<file path="src/rtl/result_bcd_converter.sv">
// Captures the accumulator result on a finish rise and converts it to packed BCD with
// sequential double dabble, one bit per cycle. Define LEADING_BLANK_EN to add the blank output.
module result_bcd_converter #(
  parameter int WIDTH  = 16,
  parameter int DIGITS = 5
) (
  input  logic                  clk,
  input  logic                  rst,
  input  logic                  finish,
  input  logic [WIDTH-1:0]      result,
  input  logic                  out_ready,
  output logic                  out_valid,
  output logic [4*DIGITS-1:0]   bcd,
  output logic                  busy,
  output logic                  overrun
`ifdef LEADING_BLANK_EN
  ,
  output logic [DIGITS-1:0]     blank
`endif
);

  localparam int BW = 4 * DIGITS;
  localparam int SW = BW + WIDTH;
  localparam int CW = (WIDTH > 1) ? $clog2(WIDTH) : 1;

  typedef enum logic [1:0] {IDLE, CONVERT, HOLD} state_t;

  state_t          state_reg;
  logic            finish_d;
  logic [SW-1:0]   sr_reg;
  logic [CW-1:0]   cnt_reg;
  logic [SW-1:0]   adj;
  logic [SW-1:0]   step;
  logic [BW-1:0]   conv_bcd;
  logic            rise;

  assign rise = finish & ~finish_d;

  // One double-dabble iteration: add 3 to every BCD nibble >= 5, then shift left.
  genvar gi;
  generate
    for (gi = 0; gi < DIGITS; gi++) begin : g_adj
      assign adj[WIDTH+4*gi +: 4] = (sr_reg[WIDTH+4*gi +: 4] >= 4'd5) ?
                                    sr_reg[WIDTH+4*gi +: 4] + 4'd3 :
                                    sr_reg[WIDTH+4*gi +: 4];
    end
  endgenerate
  assign adj[WIDTH-1:0] = sr_reg[WIDTH-1:0];
  assign step           = {adj[SW-2:0], 1'b0};
  assign conv_bcd       = step[SW-1:WIDTH];

`ifdef LEADING_BLANK_EN
  logic [DIGITS-1:0] zero_dig;
  logic [DIGITS-1:0] blank_next;
  generate
    for (gi = 0; gi < DIGITS; gi++) begin : g_blank
      assign zero_dig[gi] = (conv_bcd[4*gi +: 4] == 4'd0);
      // Digit 0 is never blanked so a zero value still shows one "0".
      if (gi == 0) begin : g_lsd
        assign blank_next[gi] = 1'b0;
      end else begin : g_upper
        assign blank_next[gi] = &zero_dig[DIGITS-1:gi];
      end
    end
  endgenerate
`endif

  always_ff @(posedge clk or posedge rst) begin
    if (rst) begin
      state_reg <= IDLE;
      finish_d  <= 1'b0;
      sr_reg    <= '0;
      cnt_reg   <= '0;
      bcd       <= '0;
      out_valid <= 1'b0;
      busy      <= 1'b0;
      overrun   <= 1'b0;
`ifdef LEADING_BLANK_EN
      blank     <= '0;
`endif
    end else begin
      finish_d <= finish;
      // A rise outside IDLE is dropped; only the sticky flag records it.
      if (rise && state_reg != IDLE) overrun <= 1'b1;
      case (state_reg)
        IDLE: begin
          if (rise) begin
            sr_reg    <= {{BW{1'b0}}, result};
            cnt_reg   <= '0;
            busy      <= 1'b1;
            state_reg <= CONVERT;
          end
        end
        CONVERT: begin
          sr_reg  <= step;
          cnt_reg <= cnt_reg + 1'b1;
          if (cnt_reg == CW'(WIDTH - 1)) begin
            bcd       <= conv_bcd;
            out_valid <= 1'b1;
            busy      <= 1'b0;
            state_reg <= HOLD;
`ifdef LEADING_BLANK_EN
            blank     <= blank_next;
`endif
          end
        end
        HOLD: begin
          if (out_ready) begin
            out_valid <= 1'b0;
            state_reg <= IDLE;
          end
        end
        default: state_reg <= IDLE;
      endcase
    end
  end

endmodule
</file>
<file path="config.mk">
export PLATFORM = sky130hd
export DESIGN_NAME = result_bcd_converter
export DESIGN_NICKNAME = d
export VERILOG_FILES = /design/src/rtl/result_bcd_converter.sv
export SDC_FILE = /design/constraint.sdc
export NUM_CORES = 1
export LEC_CHECK = 0
export CAP_MARGIN = 15
export CORE_ASPECT_RATIO = 0.7
export CORE_UTILIZATION = 45
export CTS_CLUSTER_DIAMETER = 200
export DETAILED_ROUTE_END_ITERATION = 8
export GPL_ROUTABILITY_DRIVEN = 0
export GPL_TIMING_DRIVEN = 0
export PLACE_DENSITY_LB_ADDON = 0.3
export SETUP_SLACK_MARGIN = 0.1
export SYNTH_ARGS = -nofsm -noshare
export SYNTH_HDL_FRONTEND = slang
export SYNTH_SLANG_ARGS = --single-unit
</file>
<file path="constraint.sdc">
create_clock -name clk -period 5.2 [get_ports clk]
set_input_delay 1.04 -clock clk [delete_from_list [all_inputs] [get_ports clk]]
set_output_delay 1.04 -clock clk [all_outputs]
set_load 0.01 [all_outputs]
</file>
After elaboration in Yosys (flattened, before gate mapping)
Cells that the tools add are included.

storage, ports and cells
  register bits = 66
  bits of input ports = 20
  output and inout bits = 23

cells by class
  add/subtract/negate cells = 6
  magnitude comparators = 5
  equal/unequal tests = 6
  mux-type cells = 19
  bitwise gates (word level) = 2
  reduce and logical (&&, ||, !) cells = 10

operators with widths
  cell                   count
  $pmux W36 S2           1
  $mux W36               1
  $ge A4 B3 Y1 const B   5
  $mux W4                5
  $add A4 B2 Y4 const B  4
  $reduce_and A3 Y1      3
  $pmux W4 S2            1
  $mux W2                3
  $ne A2 B2 Y1 const B   3
  $pmux W2 S3            1
  $reduce_bool A2 Y1     3
  $add A4 B1 Y4 const B  1
  $eq A4 B4 Y1 const B   1
  $mux W1                4
  $pmux W1 S2            2
  $reduce_and A2 Y1      2
  $add A3 B2 Y3 const B  1
  $mux W3                1
  $eq A2 B1 Y1 const B   1
  $eq A2 B2 Y1 const B   1
  $logic_not A2 Y1       1
  $and A1 B1 Y1          1
  $logic_and A1 B1 Y1    1
  $not A1 Y1             1

Longest topological paths before layout
Gate-level depths: netlist (run 1).

  depth after elaboration = 4
  gate-level depth with buffers = 6
  gate-level depth less buffers = 6

Worst setup path after synthesis (run 1)
OpenSTA, ideal clock, no wires.

  path type = input to register
  start point = input port finish
  end point = register sr_reg[1]
  setup time = 0.123 ns
  data arrival time = 1.674 ns
  data required time = 5.077 ns
  setup slack = 3.403 ns
  stages = 6
  path buffers = 2
  path through = nand2b_1 -> nand2b_1 -> buf_4 -> buf_6 -> o22ai_1 -> a21oi_1

on the way
  longest elaborated chain between the ends = 3

ends and longest elaborated chain
  element                      line  RTL
  start: declaration           9     input logic finish,
  $and A1 B1 Y1                37    assign rise = finish & ~finish_d;
  $ne A2 B2 Y1 (no line)       --
  $reduce_and A2 Y1 (no line)  --
  end signal: assignment       88    sr_reg <= {{BW{1'b0}}, result};
  end signal: assignment       95    sr_reg <= step;
  end: declaration             30    logic [SW-1:0] sr_reg;

Every way passes these cells.
A chain may end at the register's enable or synchronous reset.

Worst setup path after layout (run 1)
  start point = register out_valid
  end point = output port out_valid

RTL lines
  element                   line  RTL
  start: declaration        12    output logic out_valid,
  start signal: assignment  75    out_valid <= 1'b0;
  start signal: assignment  99    out_valid <= 1'b1;
  start signal: assignment  109   out_valid <= 1'b0;

No word-level cell between the ends.

==> impl_metrics.tcl, run 1 <==
set metrics [dict create \
    grt_pass1_vias 2230 \
    start_util_pct 47.9 \
    slew_headroom_pct 55.9 \
    synthArstFlopShare_pct 100 \
    synth_top_area_share_pct 53.9 \
    hold_class "reg2reg" \
    coreArea_um2 6400 \
    outcome "completed" \
    synth_area_leaders "dfrtp_1 54%, mux2_4 4.9%, ha_1 4.5%" \
    p_per_area_nw_per_um2 605 \
    synth_nets 318 \
    fmax_ghz 0.433 \
    period_share_pct 44.4 \
    leakage_nw 1.73 \
    htree_levels 3 \
    fp.dieH_um 71.1 \
    die_x_um 101 \
    antenna_left 0 \
    cp_top_family "buffers and inverters" \
    rsz0062_at_grt "false" \
    syn-mean-instance-area_um2 10.7 \
    cts.sinks 66 \
    crit_path_cell_trace "clkdlybuf4s50_1" \
    grt-ovfl-total 0 \
    fill_cells 552 \
    routed_wl_um 6280 \
    whs_ns 0.485 \
    final_max_slew_viol_count 0 \
    drv_cap 0 \
    antenna_found_initial 0 \
    remaining_drc_errors 0 \
    skew_ns 0.00777 \
    fin_cells 433 \
    critPathBufInv 1 \
    vias_per_cell 5.27 \
    seq_area_frac_synth_pct 53.9 \
    cts_setup_buffers 0 \
    clkLatencyLatePin_ns 0.34 \
    total_power_mw 2.29 \
    cts_tree "built" \
    cts_made_buffers 9 \
    synth_cell_types 32 \
    grt_max_degree 38 \
    crit_path_max_fanout 3 \
    setup_viol 0 \
    cpMaxStageDelayCell "clkdlybuf4s50_1" \
    cp.required_ns 4.16 \
    row_count 24 \
    worstMarginPinSlew_ns 0.660 \
    die_area_um2 7150 \
    ioPinCount 43 \
    netlist_top_cells_count "66 x dfrtp_1, 27 x inv_1, 22 x nand2_1" \
    largest_reg_flops 36 \
    regArea_um2 1650 \
    clkTransAtPathRegs_ns 0.06 \
    synth-main-ff-cell "dfrtp_1" \
    cts_hold_buf 0 \
    drt_iter0_markers 106 \
    synth_top_cell_by_area "dfrtp_1" \
    hpwlAfterDp_um 4260 \
    ir_drop_v 0.000326 \
    fin_crit_ns 2.31 \
    cts-resized-gates 0 \
    firstDrtPassIters 4 \
    grt_usage_pct 20.1 \
    area_growth_pct 23.5 \
    multi_input_area_um2 1220 \
    n_antenna_cell 0 \
    wl_per_cell_um 14.5 \
    cts-root-buf "clkbuf_8" \
    post-synth-top-count-cell "dfrtp_1" \
    synthCells 287 \
    synth-seq-cells 66 \
    synth_edf_count 0 \
    crit_arrival_ns 1.27 \
    layout-drive-gt1-share_pct 13.7 \
    post-place-cells 421 \
    start_kind "register" \
    critPathCaptureType "primary output" \
    port_buffers 42 \
    crit_path_max_incr_delay_ns 0.55 \
    setup_tns_ns 0 \
    fin_nets 372 \
    syn_area_um2 3070 \
    grt_pass1_wl_um 10800 \
    yosysWarnings 0 \
    clk_path_buf_depth 2 \
    hold_viol 0 \
    num_vias 2283 \
    critical_path_class "reg2out" \
]
[routing by layer]
layer  track usage [%]  up-vias  wire [µm]
li1                  -     1109          -
met2              28.7       51       2730
met3              6.13        8        290
met1              29.0     1115       3180
met5                 0        -          0
met4              7.25        0         85
[final timing paths]
kind                             from    endpoint  slack, ns  depth (start not counted)
hold reg to reg                  busy        busy       0.49                          2
hold / removal                   busy        busy       0.49                          2
max in group asynchronous         rst  sr_reg[12]       3.45                          3
setup / recovery            out_valid   out_valid       2.89                          1
min in group asynchronous         rst  sr_reg[32]       1.12                          2
setup reg to reg           sr_reg[33]     bcd[18]       3.64                          6
[worst reg2reg max path: cells and delay by family (launching register included)]
| family | cells | cell delay [ns] |
|---|---|---|
| multiplexers | 2 | 0.49 |
| adder cells (fa/ha/maj) | 1 | 0.22 |
| AND/OR/NAND/NOR | 1 | 0.07 |
| buffers and inverters | 1 | 0.10 |
| AO/OA/AOI/OAI | 1 | 0.25 |
| flip-flops | 1 | 0.38 |
[where the power goes]
| part | leakage [nW] | internal [mW] | switching (mW) |
|---|---|---|---|
| clock | 0.0863 | 0.202 | 0.176 |
| combinational | 0.834 | 0.522 | 0.480 |
| sequential | 0.807 | 0.738 | 0.174 |
[placed cells by master (no fill, tap or decap), types with 8 or more instances in the layout]
master	netlist	routed
o22ai_1	15	15
nand2b_1	8	8
nand2_1	22	22
o21ai_1	11	11
clkdlybuf4s50_1	0	42
o21ai_0	19	19
a22o_1	11	11
dfrtp_1	66	66
nor2_1	10	10
mux2_4	10	10
clkbuf_8	0	12
inv_1	27	26
a21oi_1	21	21
ha_1	11	11
[area by class of cell]
class                   instances  area share, %
plain buffers                  13           2.25
clock buffers                  12           4.36
inverters                      28           2.78
multi-input cells             180           32.4
flip-flops and latches         66           43.6
well taps                      91           3.01
repair buffers                 43           11.6
[kinds of logic after synthesis]
logic type      Yosys count  synth area share, %
flops                    66                 53.9
xor+xnor                  5                 1.43
simple gates             60                 10.0
mux                      15                 6.53
fa+ha+maj                11                 4.49
compound gates           89                 17.5
buf+inv                  41                 6.20
[per-stage QoR]
stage / cell area [µm²] / util (%) / setup slack, ns
2_1_floorplan: 3070 / - / 2.51
4_1_cts: 3790 / 59.2 / 2.88
6_report: 3790 / 59.2 / 2.89
3_3_place_gp: 3600 / 56.3 / 1.37
5_1_grt: 3790 / 59.2 / 2.85
3_5_place_dp: 3620 / 56.6 / 2.68
No activity file was read; power rests on OpenSTA's default activity.
==> inputs of run 2 (changes only) <==
Clock period 5.2 ns to 2.4 ns, I/O delays scaled along.
==> results of run 2 <==
Same layout as run 1 (identical final DEF). Status: completed.
Among the figures that moved: setup slack after placement 2.68 ns -> 0.435 ns; setup slack after layout 2.89 ns -> 0.653 ns; register-to-register setup slack 3.64 ns -> 0.84 ns; total power 2.29 mW -> 4.96 mW; worst IR drop on VDD 0.000326 V -> 0.000707 V
==> inputs of run 3 (changes only) <==
Clock period 2.4 ns to 1.5 ns, I/O delays scaled along.
==> impl_metrics.tcl, run 3 (synthesis gave the netlist of run 1 again) <==
set metrics [dict create \
    fill_cells 467 \
    vias_per_cell 5.21 \
    crit_path_max_incr_delay_ns 0.45 \
    coreArea_um2 6400 \
    cts.sinks 66 \
    grt_usage_pct 21.9 \
    n_antenna_cell 0 \
    critPathCaptureType "register" \
    setup_viol 0 \
    outcome "completed" \
    p_per_area_nw_per_um2 2280 \
    hold_class "in2async" \
    cp-startpoint "sr_reg[16]" \
    fmax_ghz 0.686 \
    crit_path_max_fanout 5 \
    regToRegSetupSlack_ns 0.04 \
    fin_util_pct 68.1 \
    hpwlAfterDp_um 4300 \
    crit_path_cell_trace "ha_2, nand2b_4, a21oi_4, mux2i_2, mux2_4" \
    num_vias 2402 \
    start_util_pct 47.9 \
    layout_common_cells "62 x dfrtp_1, 26 x buf_4, 23 x dlygate4sd2_1" \
    die_area_um2 7150 \
    critical_path_class "reg2reg" \
    setup_tns_ns 0 \
    rsz0062_at_grt "true" \
    ir_drop_v 0.00108 \
    post-place-ws_ns -0.291 \
    grt_max_degree 41 \
    busiest_layer "met2" \
    antenna_left 0 \
    fin_cells 461 \
    reg2reg_depth 5 \
    grt_use_met3_pct 5.24 \
    clk_path_buf_depth 2 \
    post-place-cells 421 \
    remaining_drc_errors 0 \
    crit_arrival_ns 1.74 \
    skew_ns 0.00811 \
    start_kind "register" \
    grt-ovfl-total 0 \
    wl_per_cell_um 15.6 \
    area_growth_pct 42.1 \
    largest_reg_flops 36 \
    layout-drive-gt1-share_pct 33.5 \
    grt_util_met2_pct 33.6 \
    slew_headroom_pct 60.3 \
    period_share_pct 97.1 \
    clkTransAtPathRegs_ns 0.07 \
    r2r_end "bcd[2]" \
    leakage_nw 2.00 \
    port_buffers 42 \
    die_x_um 101 \
    grt_use_met1_pct 30.5 \
    hold_viol 0 \
    fin_crit_ns 1.46 \
    final_max_slew_viol_count 0 \
    firstDrtPassIters 5 \
    grt_pass1_vias 2424 \
    worstMarginPinSlew_ns 0.595 \
    routed_wl_um 7180 \
    setup_ws_ns 0.0429 \
    grt_pass1_wl_um 11900 \
    clkLatencyLatePin_ns 0.34 \
    fp.dieH_um 71.1 \
    cpMaxStageDelayCell "dfrtp_2" \
    cts_tree "built" \
    reg2reg_from "sr_reg[16]" \
    fin_nets 396 \
    cts-root-buf "clkbuf_8" \
    cts_made_buffers 9 \
    row_count 24 \
    htree_levels 3 \
    whs_ns 0.371 \
    ioPinCount 43 \
    final_common_cell "dfrtp_1" \
    drt_iter0_markers 122 \
    antenna_found_initial 0 \
    cp.required_ns 1.78 \
    drv_cap 0 \
]
run 3: what timing repair did:
item                       CTS  global route
setup endpoints to repair   63            42
hold buffers                 0             0
pin swaps                   14            10
setup buffers               15             8
gates cloned                 1             0
resized for setup           66            32
run 3: how the worst max path moves through the flow:
| stage | endpoint | slack [ns] | cells after the start |
|---|---|---|---|
| 2_1_floorplan | bcd[10] | 0.10 | 5 |
| 3_3_place_gp | bcd[5] | -0.37 | 2 |
| 3_5_place_dp | sr_reg[13] | -0.29 | 5 |
| 4_1_cts | bcd[10] | 0.07 | 6 |
| 5_1_grt | bcd[2] | -0.009 | 5 |
| 6_report | bcd[2] | 0.04 | 5 |
run 3: final cells by class:
cell class                      instances  area (µm²)  area share, %
Timing Repair Buffer                   67         596           13.7
Multi-Input combinational cell        180        1520           34.8
Tap cell                               91         114           2.61
Clock inverter                          7         141           3.25
Clock buffer                            9         124           2.84
Inverter                               28         109           2.50
Buffer                                 13         101           2.33
Sequential cell                        66        1660           38.0
run 3: worst max-delay path: cells and delay by family (launching register included):
kind,cells,cell delay [ns]
flip-flops,1,0.45
multiplexers,2,0.45
adder cells (fa/ha/maj),1,0.18
AO/OA/AOI/OAI,1,0.18
AND/OR/NAND/NOR,1,0.14
run 3: power by group:
group / total (mW) / switching, mW / internal (mW) / leakage (nW)
clock network: 1.97 / 0.697 / 1.27 / 0.129
logic: 4.70 / 2.15 / 2.55 / 1.07
registers: 3.25 / 0.693 / 2.56 / 0.802
run 3: stage by stage:
| step | area (µm²) | power (mW) |
|---|---|---|
| floorplan | 3080 | 5.53 |
| global route | 4360 | 10.6 |
| finish | 4360 | 9.92 |
| global placement | 3610 | 6.54 |
| detailed placement | 3630 | 6.69 |
| CTS | 4190 | 9.37 |
run 3: metal layers:
metal | part of all wire, % | vias up
li1 | - | 1154
met1 | 48 | 1183
met2 | 47 | 57
met3 | 4.1 | 8
met4 | 1.0 | 0
met5 | 0 | -
